**src/rtl/led_blink_ctrl.sv**
```systemverilog
// LED blinker fed by port 1 of the GPMC dual-port RAM: one scan per tick loads CTRL and
// half-period words into staging, commits them atomically, then writes a STATUS word back.
module led_blink_ctrl #(
  parameter int ADDR_WIDTH  = 4,
  parameter int DATA_WIDTH  = 16,
  parameter int NUM_LEDS    = 4,
  parameter int PRESCALE    = 12000,
  parameter int STATUS_ADDR = 5
) (
  input  logic                  clk,
  input  logic                  rst,
  output logic [NUM_LEDS-1:0]   led,
  output logic                  cs,
  output logic                  we,
  output logic                  oe,
  output logic [ADDR_WIDTH-1:0] addr,
  output logic [DATA_WIDTH-1:0] data_out,
  input  logic [DATA_WIDTH-1:0] data_in
);

  localparam int PW = (PRESCALE > 1) ? $clog2(PRESCALE) : 1;
  localparam int KW = 3;

  typedef enum logic [1:0] {
    ST_IDLE = 2'd0,
    ST_REQ  = 2'd1,
    ST_CAP  = 2'd2,
    ST_WR   = 2'd3
  } state_t;

  logic [PW-1:0]         presc_r;
  logic                  tick_r;
  state_t                state_r, state_nxt_s;
  logic [KW-1:0]         idx_r, idx_nxt_s;
  logic [NUM_LEDS-1:0]   stg_en_r, stg_mode_r;
  logic [NUM_LEDS-1:0]   shd_en_r, shd_mode_r, shd_en_nxt_s, shd_mode_nxt_s;
  logic [DATA_WIDTH-1:0] stg_half_r [NUM_LEDS];
  logic [DATA_WIDTH-1:0] shd_half_r [NUM_LEDS];
  logic [DATA_WIDTH-1:0] shd_half_nxt_s [NUM_LEDS];
  logic [DATA_WIDTH-1:0] cnt_r [NUM_LEDS];
  logic [DATA_WIDTH-1:0] cnt_nxt_s [NUM_LEDS];
  logic [NUM_LEDS-1:0]   led_r, led_nxt_s;
  logic [7:0]            scan_cnt_r;
  logic                  cs_r, we_r, oe_r, cs_nxt_s, we_nxt_s, oe_nxt_s;
  logic [ADDR_WIDTH-1:0] addr_r, addr_nxt_s;
  logic [DATA_WIDTH-1:0] dout_r, dout_nxt_s;

  function automatic logic [DATA_WIDTH-1:0] status_word(input logic [7:0] sc,
                                                        input logic [NUM_LEDS-1:0] l);
    logic [DATA_WIDTH-1:0] w;
    w = '0;
    w[15:8] = sc;
    w[NUM_LEDS-1:0] = l;
    return w;
  endfunction

  // Prescaler; tick_r is high in the cycle the count has just wrapped to 0.
  always_ff @(posedge clk) begin
    if (rst) begin
      presc_r <= '0;
      tick_r  <= 1'b0;
    end else if (presc_r == PW'(PRESCALE - 1)) begin
      presc_r <= '0;
      tick_r  <= 1'b1;
    end else begin
      presc_r <= presc_r + PW'(1);
      tick_r  <= 1'b0;
    end
  end

  // Scan sequencing and atomic shadow commit in the WR cycle.
  always_comb begin
    state_nxt_s    = state_r;
    idx_nxt_s      = idx_r;
    shd_en_nxt_s   = (state_r == ST_WR) ? stg_en_r : shd_en_r;
    shd_mode_nxt_s = (state_r == ST_WR) ? stg_mode_r : shd_mode_r;
    for (int i = 0; i < NUM_LEDS; i++) begin
      shd_half_nxt_s[i] = (state_r == ST_WR) ? stg_half_r[i] : shd_half_r[i];
    end
    case (state_r)
      ST_IDLE: begin
        if (tick_r) begin
          state_nxt_s = ST_REQ;
          idx_nxt_s   = '0;
        end else begin
          state_nxt_s = ST_IDLE;
        end
      end
      ST_REQ:  state_nxt_s = ST_CAP;
      ST_CAP: begin
        if (idx_r < KW'(NUM_LEDS)) begin
          state_nxt_s = ST_REQ;
          idx_nxt_s   = idx_r + KW'(1);
        end else begin
          state_nxt_s = ST_WR;
        end
      end
      ST_WR:   state_nxt_s = ST_IDLE;
      default: state_nxt_s = ST_IDLE;
    endcase
  end

  // Per-LED rules evaluated against the shadow values that hold after this edge,
  // so a commit is visible on the LEDs in the cycle right after WR.
  always_comb begin
    led_nxt_s = led_r;
    for (int i = 0; i < NUM_LEDS; i++) begin
      cnt_nxt_s[i] = cnt_r[i];
      if (!shd_en_nxt_s[i]) begin
        led_nxt_s[i] = 1'b0;
        cnt_nxt_s[i] = '0;
      end else if (!shd_mode_nxt_s[i]) begin
        led_nxt_s[i] = 1'b1;
        cnt_nxt_s[i] = '0;
      end else if (shd_half_nxt_s[i] == '0) begin
        led_nxt_s[i] = 1'b0;
        cnt_nxt_s[i] = '0;
      end else if (tick_r) begin
        if (cnt_r[i] >= shd_half_nxt_s[i] - DATA_WIDTH'(1)) begin
          led_nxt_s[i] = ~led_r[i];
          cnt_nxt_s[i] = '0;
        end else begin
          cnt_nxt_s[i] = cnt_r[i] + DATA_WIDTH'(1);
        end
      end else begin
        cnt_nxt_s[i] = cnt_r[i];
      end
    end
  end

  // RAM port decode from the next state so the port pins come straight from flops.
  always_comb begin
    cs_nxt_s   = 1'b0;
    oe_nxt_s   = 1'b0;
    we_nxt_s   = 1'b0;
    addr_nxt_s = '0;
    dout_nxt_s = '0;
    case (state_nxt_s)
      ST_REQ: begin
        cs_nxt_s   = 1'b1;
        oe_nxt_s   = 1'b1;
        addr_nxt_s = ADDR_WIDTH'(idx_nxt_s);
      end
      ST_WR: begin
        cs_nxt_s   = 1'b1;
        we_nxt_s   = 1'b1;
        addr_nxt_s = ADDR_WIDTH'(STATUS_ADDR);
        dout_nxt_s = status_word(scan_cnt_r, led_nxt_s);
      end
      default: begin
        cs_nxt_s   = 1'b0;
        oe_nxt_s   = 1'b0;
      end
    endcase
  end

  // Scan state, staging capture, shadows, scan counter and port registers.
  always_ff @(posedge clk) begin
    if (rst) begin
      state_r    <= ST_IDLE;
      idx_r      <= '0;
      stg_en_r   <= '0;
      stg_mode_r <= '0;
      shd_en_r   <= '0;
      shd_mode_r <= '0;
      scan_cnt_r <= '0;
      cs_r       <= 1'b0;
      oe_r       <= 1'b0;
      we_r       <= 1'b0;
      addr_r     <= '0;
      dout_r     <= '0;
      for (int i = 0; i < NUM_LEDS; i++) begin
        stg_half_r[i] <= '0;
        shd_half_r[i] <= '0;
      end
    end else begin
      state_r    <= state_nxt_s;
      idx_r      <= idx_nxt_s;
      shd_en_r   <= shd_en_nxt_s;
      shd_mode_r <= shd_mode_nxt_s;
      cs_r       <= cs_nxt_s;
      oe_r       <= oe_nxt_s;
      we_r       <= we_nxt_s;
      addr_r     <= addr_nxt_s;
      dout_r     <= dout_nxt_s;
      if (state_r == ST_CAP && idx_r == '0) begin
        stg_en_r   <= data_in[NUM_LEDS-1:0];
        stg_mode_r <= data_in[4 +: NUM_LEDS];
      end
      for (int i = 0; i < NUM_LEDS; i++) begin
        if (state_r == ST_CAP && idx_r == KW'(i + 1)) begin
          stg_half_r[i] <= data_in;
        end
        shd_half_r[i] <= shd_half_nxt_s[i];
      end
      if (state_r == ST_WR) begin
        scan_cnt_r <= scan_cnt_r + 8'd1;
      end
    end
  end

  // LED outputs and blink counters.
  always_ff @(posedge clk) begin
    if (rst) begin
      led_r <= '0;
      for (int i = 0; i < NUM_LEDS; i++) begin
        cnt_r[i] <= '0;
      end
    end else begin
      led_r <= led_nxt_s;
      for (int i = 0; i < NUM_LEDS; i++) begin
        cnt_r[i] <= cnt_nxt_s[i];
      end
    end
  end

  assign led      = led_r;
  assign cs       = cs_r;
  assign oe       = oe_r;
  assign we       = we_r;
  assign addr     = addr_r;
  assign data_out = dout_r;

endmodule
```
**config.mk**
```make
export PLATFORM = sky130hd
export DESIGN_NAME = led_blink_ctrl
export DESIGN_NICKNAME = d
export VERILOG_FILES = /design/src/rtl/led_blink_ctrl.sv
export SDC_FILE = /design/constraint.sdc
export NUM_CORES = 1
export LEC_CHECK = 0
export CAP_MARGIN = 40
export CORE_UTILIZATION = 55
export DETAILED_ROUTE_END_ITERATION = 16
export DONT_BUFFER_PORTS = 1
export PLACE_DENSITY = 0.73
export REMOVE_ABC_BUFFERS = 1
export SLEW_MARGIN = 10
export SYNTH_ARGS = -nofsm -noshare
export SYNTH_HDL_FRONTEND = slang
export SYNTH_SLANG_ARGS = --single-unit
```
**constraint.sdc**
```tcl
create_clock -name clk -period 9.3 [get_ports clk]
set_input_delay 0.93 -clock clk [delete_from_list [all_inputs] [get_ports clk]]
set_output_delay 0.93 -clock clk [all_outputs]
set_load 0.03 [all_outputs]
```
==> impl_metrics.toml, run 1 <==
[die]
die_w_um = 158.4
io_pins = 45
die_area_um2 = 25090
die_y_um = 158.4
row_count = 56
coreArea_um2 = 23750
start_util = 0.5664

[finish]
antenna_cells = 0
utilization = 0.6081
syn2layout_area_growth_pct = 7.356
fin_nets = 1516
layout_common_cells = "dfxtp_1 (191), nor2_1 (190), nand2_1 (141)"
stdcell_area_um2 = 14440
layout_commonest_cell = "dfxtp_1"
drive_gt1_frac = 0.05409
layoutNonFillerInstCount = 1761

[global_route]
antenna_found_initial = 1
grt_use_total = 0.2464
grt_first_pass_wirelength_um = 49050
grt_max_degree = 109
grt_pass1_vias = 9801
grt-ovfl-total = 0

[detailed_routing]
wl_um = 30290
drtPass1Iterations = 6
drtIter0Drc = 607
dr_total_vias = 10260
wire_per_inst_um = 17.20
drc = 0
routed_via_density = 5.828
antenna_left = 0

[pwr]
p_leak_uw = 0.005783
ir_drop_mv = 0.1377
p_seq_frac = 0.515
clkPwrFrac = 0.477
switching_share = 0.2060
power_frac_comb = 0.008
intPower_uw = 1792
p_switching_uw = 465.1
power_density_nw_per_um2 = 156.3

[sta]
hold_viol = 0
worst_slack_ps = 3585
final-setup-viol-count = 0
skew_ps = 19.25
tightest_slew_ps = 798.6
final.setup.tns_ps = 0
slew_headroom = 0.4665
fmax_mhz = 175.0
grt_setup_unrepaired = "false"
fin_crit_sh = 0.6146
drv_slew = 0
min_period_ps = 5715

[clocking]
cts-resized-gates = 0
clock_path_buffers = 3
cts.reportedPaths.clkPinSlew_ps = 60
cts_buffers = 28
cts_root_buf = "clkbuf_16"
clk_latency_ps = 550
postCtsHoldBufs = 0
cts-htree-levels = 1
cts_post_setup_buffers_inserted = 0
cts_tree = "done"
clock-sinks = 257

[worst_setup_path]
required_ps = 9700
reg2reg_depth = 15
crit_arrival_ps = 6110
r2r-end = "cnt_r[3][12]"
critical_path_class = "reg2reg"
regToRegSetupSlack_ps = 3580
cp_common_cell = "ha_1"
cp-end-kind = "flop"
max_stage_delay_ps = 780
critical_path.top_delay_family = "simple AND/OR/NAND/NOR gates"
critPathSlowestCell = "and2_4"
cp_max_fo = 58
path_cells = "buf_4 > and2_4 > mux2i_1 > ha_1 > a21bo_2 > nor4b_4 > nand2_1 > xnor2_1 > ha_1 > nand4_1 > nor3_1 > or4b_2 > and4_1 > o21bai_1 > nor2_1"
crit_start = "state_r[1]"
crit_buf_inv = 1
startpoint_type = "flop"
r2r_start = "state_r[1]"
cp.depth = 15
endpoint = "cnt_r[3][12]"

[placed_design]
post-dp-hpwl_um = 20500
place.port_buffers = 0
post-place-ws_ps = 3638
place_inst = 1709
gp_congestion = 0.8559
place_area_um2 = 13550

[synth]
async_flop_share = 0
synthDistinctLibCells = 77
synth_seq_area_share = 0.4300
syn_inst = 1449
synth_enable_flop_cells = 64
synth-seq-cells = 257
yosysWarnings = 0
syn_avg_cell_area_um2 = 9.285
syn_area_um2 = 13450
synth_ff_type = "dfxtp_1"

[min_path]
whs_path_depth = 2
hold_class = "reg2reg"

[outcome]
run_status = "complete, no violations"

[flow_run]
cap_viol_max_count = 0
power by group through the flow:
stage / Clock (uW) / Sequential, uW / Combinational (uW)
after floorplan: 0 / 1180 / 15.0
after global placement: 0 / 1190 / 16.9
after detailed placement: 0 / 1190 / 17.5
after CTS: 1100 / 1160 / 17.5
after global routing: 1140 / 1160 / 19.1
final: 1080 / 1160 / 17.2
metrics by stage:
| stage | power, uW | hold WS (ps) |
|---|---|---|
| 5_1_grt | 2327 | 440.6 |
| 2_1_floorplan | 1198 | 429.6 |
| 3_5_place_dp | 1204 | 443.2 |
| 4_1_cts | 2276 | 444.0 |
| 6_report | 2258 | 459.1 |
| 3_3_place_gp | 1203 | 440.0 |
sequential cells by signal (all words and copies together) (netlist names):
name	flops
cnt_r	64
shd_half_r	64
stg_half_r	64
presc_r	14
data_out	12
scan_cnt_r	8
led	4
shd_en_r	4
shd_mode_r	4
stg_en_r	4
stg_mode_r	4
addr	3
idx_r	3
cs	1
oe	1
state_r	1
tick_r	1
we	1
cells in the mapped netlist (4+ instances only):
cell	count	area share
dfxtp_1	193	0.29
clkbuf_1	42	0.012
buf_6	11	0.0092
ha_1	78	0.073
a21oi_1	77	0.029
inv_1	23	0.0064
edfxtp_1	64	0.14
and4_1	4	0.0026
a21boi_0	10	0.0056
buf_2	9	0.0033
mux2i_1	49	0.036
a211oi_1	11	0.0061
nand4b_1	6	0.0039
nand2b_1	16	0.0074
nand2_1	141	0.039
nor4bb_1	4	0.0030
nor4_1	5	0.0023
nand4bb_1	4	0.0033
nor3_1	35	0.013
nand3_1	61	0.023
a2111oi_0	4	0.0026
xor2_1	84	0.055
o2111ai_1	6	0.0039
and4bb_2	4	0.0037
o31ai_1	5	0.0028
or3_1	9	0.0042
nor2_1	190	0.053
o21a_1	7	0.0039
nor3b_1	4	0.0022
buf_4	10	0.0056
a211o_1	7	0.0046
o21ai_0	24	0.0089
a31oi_1	11	0.0051
a21o_1	9	0.0050
and3_1	81	0.038
nand4_1	24	0.011
nand3b_1	5	0.0028
and2_1	14	0.0065
xnor2_1	49	0.032
nor2b_1	9	0.0042
cells by family (layout without fill, tap and decap cells):
family | count (synthesis) | in the layout | synth area share
buffers and inverters | 96 | 85 | 0.03655
muxes | 50 | 50 | 0.03748
adders and majority gates | 78 | 78 | 0.07254
DFF | 257 | 257 | 0.4300
AOI/OAI and AO/OA | 203 | 203 | 0.1016
and+or+nand+nor | 631 | 631 | 0.2350
other | 1 | 5 | 0.0002787
xor gates and xnor gates | 133 | 133 | 0.08658
worst min path at each step:
stage	slack, ps	endpoint	start
2_1_floorplan	430	stg_en_r[1]	stg_en_r[1]
3_3_place_gp	440	stg_en_r[0]	stg_en_r[0]
3_5_place_dp	440	stg_en_r[3]	stg_en_r[3]
4_1_cts	440	shd_half_r[2][11]	rst
5_1_grt	440	scan_cnt_r[1]	rst
6_report	460	stg_en_r[3]	stg_en_r[3]
per-layer routing:
metal,wire length (um),vias up,global-route usage
met5,0,-,0
met4,584,0,0.06777
met3,1636,51,0.03538
met2,14320,239,0.4158
met1,13750,4911,0.3286
li1,-,5062,-
worst reg2reg max path, delay by kind of cell (launching register included):
kind            cells  cell delay [ps]
compound gates      2              960
xor+xnor            1              150
fa+ha+maj           2              540
buf+inv             1              490
flops               1              310
mux                 1              440
simple gates        8             2660
cell type report:
cell class,instances,area [um^2]
timing repair buffer,10,78.83
tap,319,399.1
clock inverter,14,122.6
sequential,257,5788
fill,1993,9309
multi-input combinational,1100,7199
clock buffer,38,769.5
inverter,23,86.33
(Power assumes the default switching activity.)
==> run 2, diff against run 1 <==
Settings changed: PLACE_DENSITY 0.73 to 0.76.
Clock period 9.3 ns to 4.9 ns, I/O delays scaled along.
==> impl_metrics.toml, run 2 (same netlist as run 1, synthesis figures left out) <==
[outcome]
run_status = "complete, no violations"

[worst_setup_path]
path_cells = "nand2_4 > a21boi_0 > ha_1 > and3_1 > nand3_1 > nor2_1 > xor2_1 > ha_1 > nand4_1 > nor3_1 > or4b_1 > and3_1 > or4b_1 > a31oi_1"
cp_max_fo = 25
startpoint_type = "flop"
critical_path.top_delay_family = "simple AND/OR/NAND/NOR gates"
r2r_start = "cs"
r2r-end = "data_out[0]"
max_stage_delay_ps = 570
critPathSlowestCell = "a21boi_0"
cp-end-kind = "flop"
required_ps = 5360
critical_path_class = "reg2reg"
crit_buf_inv = 0
crit_arrival_ps = 4980
regToRegSetupSlack_ps = 390
reg2reg_depth = 14

[sta]
skew_ps = 12.13
hold_viol = 0
timing.hold.ws_ps = 16.12
fin_crit_sh = 0.9214
final-setup-viol-count = 0
grt_setup_unrepaired = "false"
worst_slack_ps = 385.3
min_period_ps = 4515
tightest_slew_ps = 784.6
slew_headroom = 0.4741
drv_slew = 0
fmax_mhz = 221.5
final.setup.tns_ps = 0

[pwr]
ir_drop_mv = 0.2861
power_density_nw_per_um2 = 296.6
power_uw = 4308
p_leak_uw = 0.005827

[placed_design]
place_inst = 1715
place.port_buffers = 0
post-place-ws_ps = 437.7
post-dp-hpwl_um = 20860
gp_congestion = 0.8927

[flow_run]
cap_viol_max_count = 0

[clocking]
cts_root_buf = "clkbuf_16"
cts-htree-levels = 1
clock-sinks = 257
cts.reportedPaths.clkPinSlew_ps = 60
cts_post_setup_buffers_inserted = 0
cts_tree = "done"
clock_path_buffers = 3
cts_buffers = 28
clk_latency_ps = 550

[min_path]
hold_end = "scan_cnt_r[0]"
hold_class = "in2reg"
min_from = "rst"
whs_path_depth = 1

[die]
die_w_um = 158.4
io_pins = 45
start_util = 0.5664
row_count = 56
coreArea_um2 = 23750
die_area_um2 = 25090
die_y_um = 158.4

[detailed_routing]
routed_via_density = 5.911
wire_per_inst_um = 17.25
drtPass1Iterations = 5
drtIter0Drc = 757
dr_total_vias = 10450
wl_um = 30500
antenna_left = 0
drc = 0

[global_route]
grt_pass1_vias = 9797
grt_use_total = 0.2472
grt_first_pass_wirelength_um = 49250
grt_max_degree = 109
grt-ovfl-total = 0
antenna_found_initial = 1

[finish]
layout_common_cells = "dfxtp_1 (191), nor2_1 (190), nand2_1 (141)"
fin_nets = 1523
reg_top3 = "cnt_r: 64 flops, shd_half_r: 64 flops, stg_half_r: 64 flops"
antenna_cells = 0
drive_gt1_frac = 0.06004
layout_commonest_cell = "dfxtp_1"
syn2layout_area_growth_pct = 7.951
layoutNonFillerInstCount = 1768
num-fill-cells = 2008
-- run 2: changes by cell type in the layout (fill, tap and decap cells not counted), sizes merged --
cell,previous run,this run
buf,10,16
clkbuf,38,40
clkinv,10,8
dlygate4sd3,0,1
-- run 2: how the worst max path moves through the flow --
stage,cells after the start,end,startpoint,slack (ps)
after global routing,15,cnt_r[2][15],cs,3
after detailed placement,14,data_out[0],cs,440
after CTS,14,data_out[0],cs,400
after floorplan,14,cnt_r[3][10],cs,-2190
after global placement,16,cnt_r[2][9],state_r[1],580
final,14,data_out[0],cs,390
-- run 2: where the power goes --
group / internal, uW / total (uW) / switching [uW]
clock network: 1220 / 2070 / 848
registers: 2190 / 2210 / 16.0
logic: 10.9 / 33.0 / 22.1
-- run 2: area by class of cell --
| cell class | count | area, um^2 | share of cell area |
|---|---|---|---|
| timing repair buffer | 17 | 146.4 | 0.01008 |
| multi-input combinational | 1100 | 7199 | 0.4957 |
| clock inverter | 12 | 117.6 | 0.008098 |
| sequential | 257 | 5788 | 0.3985 |
| inverter | 23 | 86.33 | 0.005944 |
| tap | 319 | 399.1 | 0.02748 |
| clock buffer | 40 | 787.0 | 0.05419 |
-- run 2: per-stage QoR --
stage	util	cell area (um^2)
floorplan	-	13060
global placement	0.5725	13600
detailed placement	0.5730	13610
CTS	0.6110	14510
global route	0.6115	14520
finish	0.6115	14520
-- run 2: timing repair --
item | in CTS | in global routing
setup endpoints to repair | 0 | 13
hold buffers | 0 | 1
resized for setup | 0 | 1
hold endpoints to repair | 0 | 1
-- run 2: worst register-to-register path: stages (launching register included) --
cell and delay, ps:
dfxtp_2 520, nand2_4 270, a21boi_0 580, ha_1 310
and3_1 280, nand3_1 150, nor2_1 160, xor2_1 90
ha_1 310, nand4_1 120, nor3_1 280, or4b_1 440
and3_1 250, or4b_1 520, a31oi_1 180
-- run 2: layer usage --
metal / routed length [um] / global-route usage / part of all wire / vias up
met5: 0 / 0 / 0 / -
met4: 730 / 0.07601 / 0.024 / 0
met3: 1915 / 0.04001 / 0.063 / 61
met2: 14490 / 0.4127 / 0.48 / 312
met1: 13360 / 0.3274 / 0.44 / 5005
li1: - / - / - / 5072
